File: config.mk
export PLATFORM = sky130hd
export DESIGN_NAME = bcd_modn_counter
export DESIGN_NICKNAME = d
export VERILOG_FILES = /design/src/rtl/bcd_modn_counter.sv
export SDC_FILE = /design/constraint.sdc
export NUM_CORES = 1
export LEC_CHECK = 0
export CAP_MARGIN = 20
export CORE_UTILIZATION = 40
export DETAILED_ROUTE_END_ITERATION = 16
export PLACE_DENSITY = 0.69
export SYNTH_ARGS = -nofsm -noshare
export SYNTH_HDL_FRONTEND = slang
export SYNTH_SLANG_ARGS = --single-unit
File: constraint.sdc
create_clock -name clk -period 1.67 [get_ports clk]
set_clock_uncertainty 0.05 [all_clocks]
set_input_delay 0.167 -clock clk [delete_from_list [all_inputs] [get_ports clk]]
set_output_delay 0.167 -clock clk [all_outputs]
set_load 0.05 [all_outputs]
File: src/rtl/bcd_modn_counter.sv
// Modulo-N up/down BCD counter with synchronous clear/load, cascade carry
// output, and a one-cycle flag for loads that are rejected.
`timescale 1ns/1ps
module bcd_modn_counter #(
  parameter int DIGITS  = 2,
  parameter int MODULUS = 60
) (
  input  logic                  clk,
  input  logic                  rst,
  input  logic                  en,
  input  logic                  up,
  input  logic                  clr,
  input  logic                  load,
  input  logic [4*DIGITS-1:0]   load_val,
  output logic [4*DIGITS-1:0]   count,
  output logic                  cout,
  output logic                  load_err
);

  localparam int W = 4 * DIGITS;

  function automatic int pow10(input int n);
    int r;
    r = 1;
    for (int i = 0; i < n; i++) r = r * 10;
    return r;
  endfunction

  function automatic logic [W-1:0] to_bcd(input int v);
    logic [W-1:0] r;
    int t;
    r = '0;
    t = v;
    for (int i = 0; i < DIGITS; i++) begin
      r[4*i +: 4] = 4'(t % 10);
      t = t / 10;
    end
    return r;
  endfunction

  localparam logic [W-1:0] MAX_BCD = to_bcd(MODULUS - 1);

  if (DIGITS < 1 || DIGITS > 4) begin : g_bad_digits
    $error("bcd_modn_counter: DIGITS=%0d outside 1..4", DIGITS);
  end
  if (MODULUS < 2 || MODULUS > pow10(DIGITS)) begin : g_bad_modulus
    $error("bcd_modn_counter: MODULUS=%0d outside 2..10^DIGITS", MODULUS);
  end

  logic [W-1:0] count_q, count_d;
  logic         load_err_q, load_err_d;
  logic [W-1:0] inc_val, dec_val;
  logic         load_ok;
  logic         at_max, at_zero;

  assign at_max  = (count_q == MAX_BCD);
  assign at_zero = (count_q == '0);

  // With every digit in 0..9, plain unsigned compare orders BCD values numerically.
  always_comb begin
    load_ok = (load_val <= MAX_BCD);
    for (int i = 0; i < DIGITS; i++) begin
      if (load_val[4*i +: 4] > 4'd9) load_ok = 1'b0;
    end
  end

  always_comb begin
    logic carry;
    logic borrow;
    inc_val = count_q;
    dec_val = count_q;
    carry   = 1'b1;
    borrow  = 1'b1;
    for (int i = 0; i < DIGITS; i++) begin
      if (carry) begin
        if (count_q[4*i +: 4] == 4'd9) begin
          inc_val[4*i +: 4] = 4'd0;
        end else begin
          inc_val[4*i +: 4] = count_q[4*i +: 4] + 4'd1;
          carry = 1'b0;
        end
      end
      if (borrow) begin
        if (count_q[4*i +: 4] == 4'd0) begin
          dec_val[4*i +: 4] = 4'd9;
        end else begin
          dec_val[4*i +: 4] = count_q[4*i +: 4] - 4'd1;
          borrow = 1'b0;
        end
      end
    end
  end

  always_comb begin
    count_d    = count_q;
    load_err_d = 1'b0;
    if (clr) begin
      count_d = '0;
    end else if (load) begin
      if (load_ok) count_d = load_val;
      else         load_err_d = 1'b1;
    end else if (en) begin
      if (up) count_d = at_max  ? '0      : inc_val;
      else    count_d = at_zero ? MAX_BCD : dec_val;
    end
  end

  always_ff @(posedge clk or negedge rst) begin
    if (!rst) begin
      count_q    <= '0;
      load_err_q <= 1'b0;
    end else begin
      count_q    <= count_d;
      load_err_q <= load_err_d;
    end
  end

  assign count    = count_q;
  assign load_err = load_err_q;
  assign cout     = en & ~clr & ~load & (up ? at_max : at_zero);

endmodule

# After elaboration in Yosys (flattened, before gate mapping)
# Index checks and enable logic that the tools add are counted.
op_classes:
  n_lt_le_gt_ge: 3
  n_mux: 21
  bitwise_logic: 5
  add_sub_neg: 4
  reduce_logical: 7
  eq_ne: 5
op_table:
  columns: ["op", "n"]
  rows:
  - ["$mux 8", 7]
  - ["$mux 4", 6]
  - ["$add 4x1->4 const B", 2]
  - ["$eq 4x4->1 const B", 2]
  - ["$eq 8x7->1 const B", 1]
  - ["$gt 4x4->1 const B", 2]
  - ["$le 8x7->1 const B", 1]
  - ["$logic_not 4->1", 2]
  - ["$logic_not 8->1", 1]
  - ["$mux 1", 8]
  - ["$sub 4x1->4 const B", 2]
  - ["$ne 5x1->1 const B", 1]
  - ["$reduce_bool 5->1", 1]
  - ["$reduce_and 4->1", 1]
  - ["$and 1x1->1", 3]
  - ["$ne 3x2->1 const B", 1]
  - ["$reduce_bool 3->1", 1]
  - ["$not 1->1", 2]
  - ["$reduce_and 2->1", 1]
word_totals:
  elab_cells: 48
  in_bits: 14
  regBits: 9
  output_inout_bits: 10

# Logic depth before layout (Yosys ltp)
logic_depth:
  depth_word: 8
  depth_mapped: 7
  mapped_depth_nobuf: 7

# Least setup slack after synthesis
# OpenSTA, ideal clock, no wires.
synth_timing:
  kind: "register to output"
  startpoint: "reg count_q[4] (netlist: count[4])"
  endpoint: "out cout"
  path_stages_with_launch: 7
  required_time_ps: 1453
  arrival_time_ps: 2783
  setup_slack_ps: -1330
  path_buffers: 0
  path_cell_list: "dfrtp_1 inv_1 ha_1 or3b_1 nor2_1 nand2_1 a211oi_1"
synth_between:
  elab_chain_len: 3
synth_rtl:
  columns: ["element", "line", "source"]
  rows:
  - ["from (decl)", "50", "logic [W-1:0] count_q, count_d;"]
  - ["from (signal assigned)", "113", "count_q <= count_d;"]
  - ["$eq 8x7->1 / $logic_not 8->1 (equally long branches)", "56, 57", null]
  - ["$mux 1 (*)", "120", "assign cout = en & ~clr & ~load & (up ? at_max : at_zero);"]
  - ["$and 1x1->1 (*)", "120", null]
  - ["to (decl)", "16", "output logic cout,"]
# Mark *: on every way between the ends. The rest lies on a longest branch, timed or not.

# Final worst setup path
# Ends and elaborated chain as after synthesis.

==> impl_metrics.py <==
metrics = {
    "route": {
        "vias_per_cell": 5.60,
        "detail_route.first_pass.iterations": 4,
        "routed_wl_um": 2790,
        "num_vias": 1132,
        "route.detailed.wl_per_inst_um": 13.8,
        "remaining_drc_errors": 0,
        "drtIter0Drc": 30,
        "ant_nets": 0,
    },
    "worst_setup_path": {
        "arrival_ns": 1.86,
        "cpLargestDelayFamily": "simple AND/OR/NAND/NOR gates",
        "cp.required_ns": 1.45,
        "cp_max_fo": 3,
        "reg2reg_slack_ns": -0.16,
        "startpoint_type": "flop",
        "path_buf_inv": 2,
        "worstPathCellList": "inv_2, ha_4, or3b_4, nor2_1, nand2_1, a211oi_4, buf_12",
        "crit_type": "flop to output pin",
        "cp_slowest_stage_delay_ns": 0.41,
        "critPathSlowestCell": "dfrtp_2",
        "end_kind": "output pin",
    },
    "outcome": {
        "violations": "negative setup slack",
        "status": "complete, but fails checks",
    },
    "synth": {
        "syn_nets": 145,
        "ys.flop_type": "dfrtp_1",
        "synth.area.top_cells": "dfrtp_1, ha_1, nand2_1",
        "ys_seq_area_frac": 0.225,
        "synth_area_um2": 1000,
        "synth-seq-cells": 9,
        "synth_enable_flop_cells": 0,
        "synth_top_cell_area_share": 0.225,
        "async_flop_share": 1.00,
        "ys_warn_count": 0,
        "synth_cell_types": 49,
        "synth_area_leader_cell": "dfrtp_1",
        "synthCells": 126,
        "synth_area_per_cell_um2": 7.93,
    },
    "power": {
        "ir_drop_uv": 431,
        "power_w": 0.00111,
        "clockPowerShare": 0.153,
        "p_sw_frac": 0.414,
        "combPwrFrac": 0.596,
        "internal_power_w": 0.000651,
        "p_per_area_nw_per_um2": 727,
        "p_switching_w": 0.000459,
        "p_leak_nw": 0.655,
        "power_frac_seq": 0.251,
    },
    "sta": {
        "rsz0062_at_grt": "true",
        "fin_ws_ns": -0.408,
        "fin_crit_ns": 2.08,
        "worst_pin_slew_ns": 0.441,
        "whs_ns": 0.168,
        "slew_headroom": 0.705,
        "finalMaxSlewViolations": 0,
        "fmax_ghz": 0.481,
        "fin_setup_tns_ns": -0.863,
        "finalHoldViolCount": 0,
        "fin_crit_sh": 1.24,
        "setup_viol": 5,
    },
    "finish": {
        "final_cells": 202,
        "final_nets": 194,
        "final_cell_mix": "buf_4, nand2_1, clkdlybuf4s50_1, nor2_1, a21oi_1",
        "fin_util": 0.671,
        "layout-drive-gt1-share": 0.402,
        "n_antenna_cell": 0,
        "area_growth_pct": 52.7,
        "layout_commonest_cell": "buf_4",
    },
    "global_route": {
        "grt_max_degree": 13,
        "gr-total-overflow": 0,
        "grt_pass1_vias": 1067,
        "antenna_found_initial": 0,
        "grtUsageTotal": 0.226,
        "grt_pass1_wl_um": 4640,
    },
    "placement": {
        "placed_cells": 196,
        "portBuffers": 23,
        "dpl.hpwl_um": 2190,
        "place.gp.congestion": 0.881,
    },
    "clocking": {
        "h-tree-depth": 1,
        "clk_latency_ns": 0.25,
        "path_clk_slew_ns": 0.06,
        "cts_buffer_depth": 2,
        "cts_tree": "done",
        "cts_made_buffers": 3,
        "cts_hold_buf": 0,
        "root_buffer": "clkbuf_4",
        "cts_sinks": 9,
    },
    "run": {
        "cap_violations": 0,
    },
    "floorplanning": {
        "start_util": 0.439,
        "ios": 24,
        "fp.dieArea_um2": 2700,
        "die_y_um": 52.0,
        "die_width_um": 52.0,
        "core_area_um2": 2280,
        "fp-row-count": 17,
    },
    "worst_hold_path": {
        "hp-class": "input pin to asynchronous set/reset pin",
    },
}
[layout make-up]
| class | count | area (µm²) |
|---|---|---|
| clock buffers | 4 | 26.3 |
| fillers | 199 | 749 |
| inverters | 8 | 30.0 |
| multi-input cells | 98 | 712 |
| flip-flops and latches | 9 | 234 |
| well taps | 28 | 35.0 |
| repair buffers | 55 | 489 |
[metal layers]
metal | share of wire | GRT usage | up-vias
met2 | 0.49 | 0.389 | 30
met3 | 0.039 | 0.0175 | 2
met4 | 0.0014 | 0.0270 | 0
met1 | 0.47 | 0.313 | 534
li1 | - | - | 566
met5 | 0 | 0 | -
[timing repair]
item	4_1_cts	5_1_grt
pin swaps	2	3
gates cloned	0	0
resized for setup	2	5
endpoints found under the setup margin	5	7
setup buffers	2	0
[stage by stage]
stage          instance area, µm²  setup WS [ns]
2_1_floorplan                1040         -0.470
3_3_place_gp                 1470         -0.206
3_5_place_dp                 1470         -0.256
4_1_cts                      1510         -0.406
5_1_grt                      1530         -0.477
6_report                     1530         -0.408
[final timing paths]
path                          start  cells past startpoint  endpoint
hold reg to reg            count[7]                      2  count[7]
setup / recovery           count[4]                      7      cout
hold / removal                  rst                      1  count[4]
setup reg to reg           count[4]                      7  count[5]
min in group clk                 up                      4  count[1]
max in group asynchronous       rst                      1  count[1]
[kinds of logic (layout without fill, tap and decap cells)]
logic type | count (synthesis) | in the layout | synth area share
xor+xnor | 2 | 2 | 0.0175
compound gates | 43 | 43 | 0.305
mux | 2 | 2 | 0.0200
fa+ha+maj | 5 | 5 | 0.0626
buf+inv | 19 | 67 | 0.100
flops | 9 | 9 | 0.225
simple gates | 46 | 46 | 0.269
[flip-flops by register name, indices dropped and copies added, names as in the netlist]
name	cells
load_err	1
count	8
[synthesized netlist by cell type (3+ instances only)]
cell and number:
ha_1 5, nand2_1 12, dfrtp_1 9, o31ai_1 4
a211oi_1 3, a31oi_1 4, a21oi_1 8, nand3_1 4
o21ai_1 5, nor2_1 9, nand2b_1 4, buf_2 5
inv_1 6, o21ai_0 3
[power by group through the flow]
stage	combinational (W)	sequential [W]	clock (W)
final	0.000662	0.000278	0.000170
after detailed placement	0.000628	0.000286	0
after CTS	0.000649	0.000277	0.000174
after floorplan	0.000292	0.000374	0
after global placement	0.000617	0.000284	0
after global routing	0.000717	0.000282	0.000184
[worst reg2reg max path, delay by kind of cell (launching register included)]
family / cells / cell delay [ns]
fa+ha+maj: 1 / 0.22
compound gates: 4 / 0.79
buf+inv: 1 / 0.14
flops: 1 / 0.41
simple gates: 1 / 0.14
No activity file was read; power rests on OpenSTA's default activity.
